### config.mk
export PLATFORM = sky130hd
export DESIGN_NAME = fetch_queue
export DESIGN_NICKNAME = d
export VERILOG_FILES = /design/src/rtl/fetch_queue.sv
export SDC_FILE = /design/constraint.sdc
export NUM_CORES = 1
export LEC_CHECK = 0
export CORE_ASPECT_RATIO = 0.6
export CORE_UTILIZATION = 56
export DETAILED_ROUTE_END_ITERATION = 12
export GPL_TIMING_DRIVEN = 0
export MAX_ROUTING_LAYER = met4
export PLACE_DENSITY = 0.91
export SYNTH_ARGS = -nofsm -noshare
export SYNTH_HDL_FRONTEND = slang
export SYNTH_SLANG_ARGS = --single-unit
### constraint.sdc
create_clock -name clk -period 2.3 [get_ports clk]
set_clock_uncertainty 0.2 [all_clocks]
set_input_delay 0.46 -clock clk [delete_from_list [all_inputs] [get_ports clk]]
set_output_delay 0.46 -clock clk [all_outputs]
set_load 0.02 [all_outputs]
### src/rtl/fetch_queue.sv
// fetch_queue: sequential instruction fetch with a DEPTH-entry prefetch queue.
// One read is outstanding at a time. Returned words are queued together with
// their PC+INC so that decode stalls and memory latency overlap. A redirect
// flushes the queue, restarts fetch at redirectPC, and discards any response
// still in flight.
//
// Optional build macro:
//   FETCH_BYPASS_EN - when the queue is empty, a returning word is presented
//                     on instr/PC2/instrValid in the same cycle as memDone.
//
// Ports:
//   clk, rst          clock; asynchronous active-low reset
//   redirect          flush queue and restart fetch at redirectPC
//   redirectPC        new fetch address
//   halt              stop issuing new reads (in-flight read still completes)
//   stall             decode cannot accept the head entry this cycle
//   memRd, memAddr    read request to memory (combinational)
//   memStall          memory did not accept the request this cycle
//   memDone, memData  read response
//   instr, PC2        queue head instruction and its PC + INC
//   instrValid        queue head valid
//   err               sticky flag: redirect to an address not a multiple of INC
module fetch_queue #(
    parameter int unsigned       WIDTH    = 16,
    parameter int unsigned       DEPTH    = 4,
    parameter logic [WIDTH-1:0]  RESET_PC = '0,
    parameter int unsigned       INC      = 2
) (
    input  logic             clk,
    input  logic             rst,
    input  logic             redirect,
    input  logic [WIDTH-1:0] redirectPC,
    input  logic             halt,
    input  logic             stall,
    output logic             memRd,
    output logic [WIDTH-1:0] memAddr,
    input  logic             memStall,
    input  logic             memDone,
    input  logic [WIDTH-1:0] memData,
    output logic [WIDTH-1:0] instr,
    output logic [WIDTH-1:0] PC2,
    output logic             instrValid,
    output logic             err
);

    localparam int unsigned PTR_W = (DEPTH > 1) ? $clog2(DEPTH) : 1;
    localparam int unsigned CNT_W = $clog2(DEPTH + 1);
    localparam logic [WIDTH-1:0] INC_W = WIDTH'(INC);

    typedef enum logic {
        S_IDLE,
        S_WAIT
    } state_e;

    state_e           state_q, state_d;
    logic [WIDTH-1:0] fetch_pc_q, fetch_pc_d;
    logic             drop_q, drop_d;
    logic             err_q, err_d;
    logic [PTR_W-1:0] rd_ptr_q, rd_ptr_d;
    logic [PTR_W-1:0] wr_ptr_q, wr_ptr_d;
    logic [CNT_W-1:0] count_q, count_d;
    logic [WIDTH-1:0] instr_mem_q [DEPTH];
    logic [WIDTH-1:0] pc2_mem_q   [DEPTH];

    logic [WIDTH-1:0] pc_inc;
    logic             fifo_empty;
    logic             fifo_full;
    logic             resp_ok;
    logic             byp_valid;
    logic             byp_take;
    logic             push;
    logic             pop;

    // Address of the next sequential instruction; wraps modulo 2^WIDTH.
    assign pc_inc     = fetch_pc_q + INC_W;
    assign fifo_empty = (count_q == '0);
    assign fifo_full  = (count_q == CNT_W'(DEPTH));

    // A response is kept only if it was not orphaned by an earlier redirect
    // and is not cancelled by a redirect in this very cycle.
    assign resp_ok = (state_q == S_WAIT) & memDone & ~drop_q & ~redirect;

`ifdef FETCH_BYPASS_EN
    assign byp_valid = fifo_empty & resp_ok;
`else
    assign byp_valid = 1'b0;
`endif

    // A bypassed word consumed by decode never enters the queue.
    assign byp_take = byp_valid & ~stall;
    assign push     = resp_ok & ~byp_take;
    assign pop      = ~fifo_empty & ~stall & ~redirect;

    // Issue only while a queue slot is free, so the eventual push always fits.
    assign memRd   = rst & (state_q == S_IDLE) & ~fifo_full & ~halt & ~redirect;
    assign memAddr = fetch_pc_q;

    assign instrValid = ~fifo_empty | byp_valid;
    assign instr      = byp_valid ? memData : instr_mem_q[rd_ptr_q];
    assign PC2        = byp_valid ? pc_inc  : pc2_mem_q[rd_ptr_q];
    assign err        = err_q;

    // Next-state logic: fetch FSM, queue pointers and occupancy, redirect.
    always_comb begin
        state_d    = state_q;
        fetch_pc_d = fetch_pc_q;
        drop_d     = drop_q;
        err_d      = err_q;
        rd_ptr_d   = rd_ptr_q;
        wr_ptr_d   = wr_ptr_q;
        count_d    = count_q;

        case (state_q)
            S_IDLE: begin
                if (memRd && !memStall) begin
                    state_d = S_WAIT;
                end
            end
            S_WAIT: begin
                if (memDone) begin
                    state_d = S_IDLE;
                    drop_d  = 1'b0;
                    if (resp_ok) begin
                        fetch_pc_d = pc_inc;
                    end
                end
            end
            default: state_d = S_IDLE;
        endcase

        if (push) begin
            wr_ptr_d = wr_ptr_q + PTR_W'(1);
        end
        if (pop) begin
            rd_ptr_d = rd_ptr_q + PTR_W'(1);
        end
        case ({push, pop})
            2'b10:   count_d = count_q + CNT_W'(1);
            2'b01:   count_d = count_q - CNT_W'(1);
            default: count_d = count_q;
        endcase

        // Redirect wins over push/pop; a still-pending read is marked for discard.
        if (redirect) begin
            fetch_pc_d = redirectPC;
            rd_ptr_d   = '0;
            wr_ptr_d   = '0;
            count_d    = '0;
            if ((state_q == S_WAIT) && !memDone) begin
                drop_d = 1'b1;
            end
            if ((redirectPC % INC_W) != '0) begin
                err_d = 1'b1;
            end
        end
    end

    // Control state registers.
    always_ff @(posedge clk or negedge rst) begin
        if (!rst) begin
            state_q    <= S_IDLE;
            fetch_pc_q <= RESET_PC;
            drop_q     <= 1'b0;
            err_q      <= 1'b0;
            rd_ptr_q   <= '0;
            wr_ptr_q   <= '0;
            count_q    <= '0;
        end else begin
            state_q    <= state_d;
            fetch_pc_q <= fetch_pc_d;
            drop_q     <= drop_d;
            err_q      <= err_d;
            rd_ptr_q   <= rd_ptr_d;
            wr_ptr_q   <= wr_ptr_d;
            count_q    <= count_d;
        end
    end

    // Queue storage; cleared on reset so the head reads as zero.
    always_ff @(posedge clk or negedge rst) begin
        if (!rst) begin
            for (int i = 0; i < int'(DEPTH); i++) begin
                instr_mem_q[i] <= '0;
                pc2_mem_q[i]   <= '0;
            end
        end else if (push) begin
            instr_mem_q[wr_ptr_q] <= memData;
            pc2_mem_q[wr_ptr_q]   <= pc_inc;
        end
    end

endmodule

After elaboration in Yosys (flattened, before gate mapping)
Cells that the tools add are included.
{ "totals": {"word_cells": 84, "input_bits": 39, "out_inout_bits": 51, "regBits": 154} }
{ "op_classes": {"magnitude_cmp": 3, "add_sub_neg": 5, "eq_ne": 3, "n_reduce_logical": 13, "n_bitwise": 18, "mux": 27} }
{ "ops": {"columns": ["operator", "n"], "rows": [
  ["$mux W16", 9],
  ["$bwmux W64", 2],
  ["$bmux W16 S2", 2],
  ["$demux W16 S2", 1],
  ["$add A16 B2 Y16 const B", 1],
  ["$and A1 B1 Y1", 9],
  ["$mux W2", 4],
  ["$reduce_bool A2 Y1", 4],
  ["$not A1 Y1", 7],
  ["$ge A3 B3 Y1 const B", 2],
  ["$mux W1", 6],
  ["$not A2 Y3", 2],
  ["$pmux W3 S2", 1],
  ["$add A2 B1 Y2 const B", 2],
  ["$add A3 B1 Y3 const B", 1],
  ["$eq A3 B3 Y1 const B", 1],
  ["$logic_and A1 B1 Y1", 3],
  ["$logic_not A3 Y1", 1],
  ["$lt A3 B1 Y1 const B", 1],
  ["$mux W3", 1],
  ["$reduce_and A3 Y1", 1],
  ["$reduce_bool A3 Y1", 1],
  ["$sub A3 B1 Y3 const B", 1],
  ["$eq A2 B1 Y1 const B", 1],
  ["4 further kinds", 5]
]} }

Longest topological paths before layout
Gate-level depths: netlist of run 1.
{ "logic_depth": {"word_depth": 8, "ltp_mapped": 7, "ltp_nobuf": 6} }

Worst setup path before layout of run 1
Ideal clock, no wire load.
{ "synth_timing": {"path_kind": "input to register", "start": "input port redirect", "end": "register count_q[2]", "required_ns": 2.005, "n_path_buf": 2, "path_slack_ns": 0.029, "stages": 7, "setup_time_ns": 0.095, "arrival_time_ns": 1.976, "path_cell_list": "clkbuf_1 clkbuf_1 nor4_1 fa_1 nor4_1 o21ai_0 o31ai_1"} }
{ "synth_between": {"elab_chain_cells": 5, "elab_cells_between_ends": 8, "classes_between": "2 x eq/ne; 2 x mux; 3 x bitwise; 1 x reduce/logical"} }
{ "synth_lines": {"columns": ["item", "line_no", "source"], "rows": [
  ["from (decl)", "31", "input logic redirect,"],
  ["$not A1 Y1", "81, 92", null],
  ["$and A1 B1 Y1 (on tied branches)", "92, 81", null],
  ["$eq A2 B1 Y1 / $eq A2 B2 Y1 (equally long branches)", "137", "case ({push, pop})"],
  ["$pmux W3 S2", "137", null],
  ["$mux W3", "144", "if (redirect) begin"],
  ["to (signal assigned)", "175", "count_q <= count_d;"],
  ["to (decl)", "61", "logic [CNT_W-1:0] count_q, count_d;"]
]} }
Parallel ways exist; a longest one is shown, timed or not.
A chain may end at the register's enable or synchronous reset.

Worst setup path after layout of run 1
{ "layout_timing": {"start": "register rd_ptr_q[0]", "end": "output port PC2[3]"} }
{ "layout_between": {"elab_chain_cells": 4} }
{ "layout_lines": {"columns": ["item", "line_no", "source"], "rows": [
  ["from (decl)", "59", "logic [PTR_W-1:0] rd_ptr_q, rd_ptr_d;"],
  ["from (signal assigned)", "173", "rd_ptr_q <= rd_ptr_d;"],
  ["$not A2 Y3 (not written as such)", "100", "assign PC2 = byp_valid ? pc_inc : pc2_mem_q[rd_ptr_q];"],
  ["$bmux W16 S2", "100", null],
  ["$mux W16 (not written as such) (2 in series)", "100", null],
  ["to (decl)", "41", "output logic [WIDTH-1:0] PC2,"]
]} }
Every way passes these cells. The select of a mux whose other input is x is not followed.

==> qor.yml, run 1 <==
status: "finished, violations left"
violations: "setup timing"
globalplace.congestion: 0.879
die_w_microns: 147
ys_seq_area_frac: 0.544
timing.hold.ws_ns: 0.136
vias: 5708
clk_latency_ns: 0.43
setup_slack_ns: -0.265
crit_slowest_cell: "mux4_2"
setup_violations: 36
place_inst: 813
cts_sinks: 154
finalMaxSlewViolations: 0
io_pins: 90
finalCriticalPeriod_ns: 2.56
gr-total-overflow: 0
multi_input_area_sq_um: 3080
reg2reg_depth: 6
cp-end-kind: "output pin"
antenna_found_initial: 1
synth_area_leaders: "dfrtp_1 54%, mux2_2 12%, mux4_2 10%"
synth_edf_count: 0
fin_area_sq_um: 9430
cts_tree: "done"
leakage_nw: 4.32
power_mw: 9.76
firstDrtPassIters: 5
grt_pass1_wl_mm: 32.7
worst-path-stages: 4
synth_top_area_frac: 0.544
grt_pass1_vias: 5829
p_per_area_nw_per_um2: 1040
cap_violations: 0
dpl_cell_area_sq_um: 8210
required_ns: 1.64
crit_fanout: 8
final_nets: 741
final_cells: 875
syn_nets: 603
yosys_warnings: 0
cp.buffers_inverters: 3
fillers: 659
ys_top_cells_by_count: "154 x dfrtp_1, 76 x nand2_1, 74 x mux2_2, 68 x o21ai_0, 32 x mux4_2"
drtIter0Drc: 597
grt_max_degree: 48
cp-endpoint: "PC2[3]"
async_flop_share: 1.00
yosysMostFrequentCell: "dfrtp_1"
period_share: 1.12
r2r_setup_slack_ns: -0.02
viasPerCell: 6.52
ant_nets: 0
cts_root_buffer: "clkbuf_16"
slew-limit-headroom: 0.236
synthCells: 558
fmax_mhz: 390
die_h_microns: 89.1
dp_hpwl_mm: 12.4
drive_gt1_frac: 0.359
cpLargestDelayFamily: "multiplexers"
htree_levels: 4
track_usage: 0.356
dieArea_sq_um: 13100
synth.avg_cell_area_sq_um: 12.7
synth_area_sq_um: 7090
setup.worst_path.start_class: "flip-flop"
arrival_ns: 1.90
cts.clk_slew.worst_paths_ns: 0.07
drcViolationCount: 0
hold_viol: 0
wl_per_cell_microns: 24.9
startpoint: "rd_ptr_q[0]"
worstHoldPathType: "primary input to flip-flop"
yosysTopAreaCell: "dfrtp_1"
ys_seq_elements: 154
area_growth_pct: 33.1
row_count: 31
coreArea_sq_um: 12200
path_cells: "buf_12 -> buf_12 -> mux4_2 -> buf_6"
port_buffers: 89
worstMarginPinSlew_ns: 1.14
synthFlopType: "dfrtp_1"
totalWireLength_mm: 21.8
ff_latch_area_sq_um: 3860
ctsLongestPathBuffers: 2
vdd_drop_max_v: 0.000602
initial_core_util: 0.582
synth.distinct_cells: 43
r2r-end: "instr_mem_q[61]"
critPathMostFrequentCell: "buf_12"
cts_made_buffers: 17
rsz0062_at_grt: "yes"
slowest_delay_ns: 0.56
critPathKind: "flip-flop to output pin"
reg2reg_from: "state_q"
[layout by cell type, fill, tap and decap left out, drive strengths merged, types with 2 or more instances in the layout]
cell type and count:
a21oi 4, a22oi 2, buf 75, bufbuf 3
bufinv 6, clkbuf 42, clkdlybuf4s50 50, clkinv 2
dfrtp 154, diode 2, dlygate4sd2 2, dlygate4sd3 4
dlymetal6s2s 3, ha 5, inv 7, mux2 74
mux2i 4, mux4 32, nand2 80, nand2b 4
nand3 6, nand4 4, nor2 12, nor2b 4
nor3 9, nor3b 2, nor4 8, o21ai 68
xnor2 22, xor2 5
[cell type report]
class,instances,share of cell area
flip-flops and latches,154,0.409
well taps,165,0.0219
diodes,2,0.000531
plain buffers,38,0.0296
clock buffers,21,0.0509
clock inverters,10,0.0223
repair buffers,120,0.137
inverters,6,0.00239
multi-input cells,359,0.326
[routing by layer]
metal,vias to the layer above,track usage,wire length (microns)
li1,2281,-,-
met1,2831,0.431,8130
met2,476,0.550,10500
met3,120,0.101,2180
met4,0,0.198,961
met5,-,-,0
[registers in the layout, indices dropped and copies added, names as in the netlist, named ones only]
signal	count
instr_mem_q	64
state_q	1
pc2_mem_q	64
wr_ptr_q	2
err	1
memAddr	16
count_q	3
rd_ptr_q	2
[worst min-delay path by stage]
stage,endpoint,from,slack (ns),cells past startpoint
after floorplan,async pin,rst,-0.04,0
after global placement,err,err,0.25,1
after detailed placement,err,err,0.26,1
after CTS,err,err,0.28,1
after global routing,flip-flop,memDone,0.16,2
final,flip-flop,memDone,0.14,2
[cell families (layout without fill, tap and decap cells)]
| kind of cell | Yosys count | after routing | share of synthesized area |
|---|---|---|---|
| AO/OA/AOI/OAI | 81 | 81 | 0.0615 |
| XOR/XNOR | 27 | 27 | 0.0334 |
| adder cells (fa/ha/maj) | 6 | 6 | 0.0117 |
| buffers and inverters | 45 | 195 | 0.0286 |
| flip-flops | 154 | 154 | 0.544 |
| multiplexers | 110 | 110 | 0.225 |
| other | 0 | 2 | 0 |
| AND/OR/NAND/NOR | 135 | 135 | 0.0961 |
[what timing repair did]
action | CTS | global route
setup buffers | 15 | 4
hold buffers | 8 | 0
setup endpoints to repair | 64 | 120
endpoints found under the hold margin | 84 | 0
resized for setup | 199 | 40
gates cloned | 4 | 0
pin swaps | 1 | 3
[power by group]
group / leakage, nW / internal (mW) / switching [mW]
logic: 1.92 / 1.60 / 1.51
clock network: 0.336 / 2.15 / 1.16
registers: 2.07 / 3.07 / 0.285
total: 4.32 / 6.81 / 2.95
[through the flow]
stage / utilization / worst slack, ns / setup TNS [ns]
final: 0.774 / -0.265 / -7.00
after global routing: 0.774 / -0.293 / -8.17
after CTS: 0.765 / -0.200 / -4.79
after detailed placement: 0.674 / -1.26 / -60.53
after global placement: 0.672 / -5.53 / -845.83
after floorplan: - / 0.0289 / 0
No activity file was read; power rests on OpenSTA's default activity.
==> run 2, diff against run 1 <==
- CORE_UTILIZATION: 56 -> 40
- CTS_CLUSTER_DIAMETER: default -> 80
- PLACE_DENSITY: 0.91 -> 0.71
==> qor.yml, run 2 (synthesis gave the netlist of run 1 again) <==
cts.clk_slew.worst_paths_ns: 0.07  # about the same
io_pins: 90  # unchanged
cap_violations: 0  # unchanged
timing.hold.ws_ns: 0.0123  # -0.124 ns
setup_violations: 33  # -8.3%
violations: "setup timing"
firstDrtPassIters: 6  # +1
met3_usage: 0.0415  # -0.0590
grt_pass1_wl_mm: 31.0  # -5.1%
final_common_cell: "dfrtp_1"
finalMaxSlewViolations: 0  # unchanged
die_w_microns: 174  # +18%
track_usage: 0.230  # -0.125
drive_gt1_frac: 0.344  # -0.0150
vdd_drop_max_v: 0.000454  # -25%
finalCriticalPeriod_ns: 2.53  # -0.0369 ns
period_share: 1.10  # -0.0161
clk_latency_ns: 0.43  # about the same
viasPerCell: 5.46  # -16%
slew-limit-headroom: 0.601  # +0.365
fillers: 1380  # +110%
cp-end-kind: "output pin"
cts_tree: "done"
leakage_nw: 4.23  # -2.2%
gr-total-overflow: 0  # unchanged
setup_slack_ns: -0.228  # +0.0369 ns
ant_nets: 0  # unchanged
tns_ns: -5.66  # +1.34 ns
htree_levels: 4  # unchanged
dp_hpwl_mm: 12.6  # +1.4%
coreArea_sq_um: 17200  # +41%
required_ns: 1.64  # about the same
layout_common_cells: "148 x dfrtp_1, 76 x nand2_1, 74 x mux2_2, 68 x o21ai_0, 50 x clkdlybuf4s50_1"
busiest_layer: "met2"
use_met1: 0.333  # -0.0978
setup.worst_path.start_class: "flip-flop"
status: "finished, violations left"
totalWireLength_mm: 19.7  # -9.6%
critPathKind: "flip-flop to output pin"
die_h_microns: 105  # +18%
worstMarginPinSlew_ns: 0.599  # -0.543 ns
dieArea_sq_um: 18300  # +39%
final_nets: 736  # -0.67%
fin_util: 0.550  # -0.224
ctsLongestPathBuffers: 2  # unchanged
area_growth_pct: 33.7
grt_max_degree: 49  # +2.1%
power_mw: 9.47  # -3.0%
wl_per_cell_microns: 21.0  # -16%
vias: 5122  # -10%
cts_sinks: 154  # unchanged
drtIter0Drc: 350  # -41%
grt_use_met2: 0.335  # -0.215
p_per_area_nw_per_um2: 999  # -3.5%
fmax_mhz: 396  # +1.5%
crit_fanout: 5  # -3
cts_made_buffers: 17  # unchanged
antenna_found_initial: 0  # -1
rsz0062_at_grt: "yes"
port_buffers: 89  # unchanged
arrival_ns: 1.87  # -0.03 ns
worstHoldPathType: "primary input to async pin"
antenna_cells: 0  # -2
globalplace.congestion: 0.812  # -7.7%
initial_core_util: 0.411  # -0.170
grt_pass1_vias: 5376  # -7.8%
cts_root_buffer: "clkbuf_16"
drcViolationCount: 0  # unchanged
hold_viol: 0  # unchanged
row_count: 37  # +19%
## run 2: cell types whose count changed in the layout (fill, tap and decap cells not counted), moves of 4 or more
cell       change
buf_4         -10
clkbuf_8       -4
buf_2         -12
clkbuf_2       -8
clkbuf_1       +8
bufinv_16      -5
buf_6         +19
## run 2: what timing repair did
item / CTS / global route
hold buffers: 8 / 0
setup buffers: 9 / 2
endpoints found under the setup margin: 51 / 74
cloned: 4 / 3
gates resized for setup: 204 / 49
endpoints found under the hold margin: 82 / 0
pin swaps: 2 / 1
## run 2: per-layer routing
metal | wire [microns] | vias up
met5 | 0 | -
met4 | 272 | 0
met3 | 909 | 22
met2 | 9060 | 160
met1 | 9440 | 2687
li1 | - | 2253
## run 2: layout make-up
class | count | area (sq um) | share of cell area
flip-flops and latches | 154 | 3860 | 0.407
multi-input cells | 359 | 3070 | 0.324
repair buffers | 115 | 1390 | 0.146
clock buffers | 17 | 425 | 0.0449
well taps | 234 | 293 | 0.0309
plain buffers | 38 | 259 | 0.0273
clock inverters | 15 | 160 | 0.0169
inverters | 6 | 22.5 | 0.00238
## run 2: stage by stage
stage | cells | setup WS [ns] | cell area [sq um]
CTS | 934 | -0.229 | 9270
global route | 938 | -0.244 | 9480
floorplan | 558 | 0.0289 | 7090
detailed placement | 882 | -1.26 | 8300
global placement | 881 | -5.59 | 8270
finish | 938 | -0.228 | 9480
## run 2: worst max-delay path, stage by stage, from the launching register on
cell	delay [ns]
dfrtp_2	0.42
buf_12	0.16
buf_6	0.11
buf_6	0.09
mux4_2	0.51
buf_6	0.15
## run 2: path summary, 6_finish.rpt
kind                        startpoint              end  cells past startpoint  slack (ns)
min in group clk               memDone        flip-flop                      2        0.14
max reg2reg                    state_q  instr_mem_q[62]                      5        0.08
max in group asynchronous          rst  instr_mem_q[46]                      3        1.05
max                        rd_ptr_q[0]         instr[0]                      5       -0.23
min reg2reg                        err              err                      1        0.27
min                                rst    pc2_mem_q[31]                      4        0.01
## run 2: where the power goes
| group | switching (mW) | total (mW) | internal [mW] | leakage (nW) |
|---|---|---|---|---|
| logic | 1.51 | 3.36 | 1.85 | 1.88 |
| clock network | 1.25 | 2.79 | 1.53 | 0.279 |
| registers | 0.259 | 3.32 | 3.06 | 2.07 |
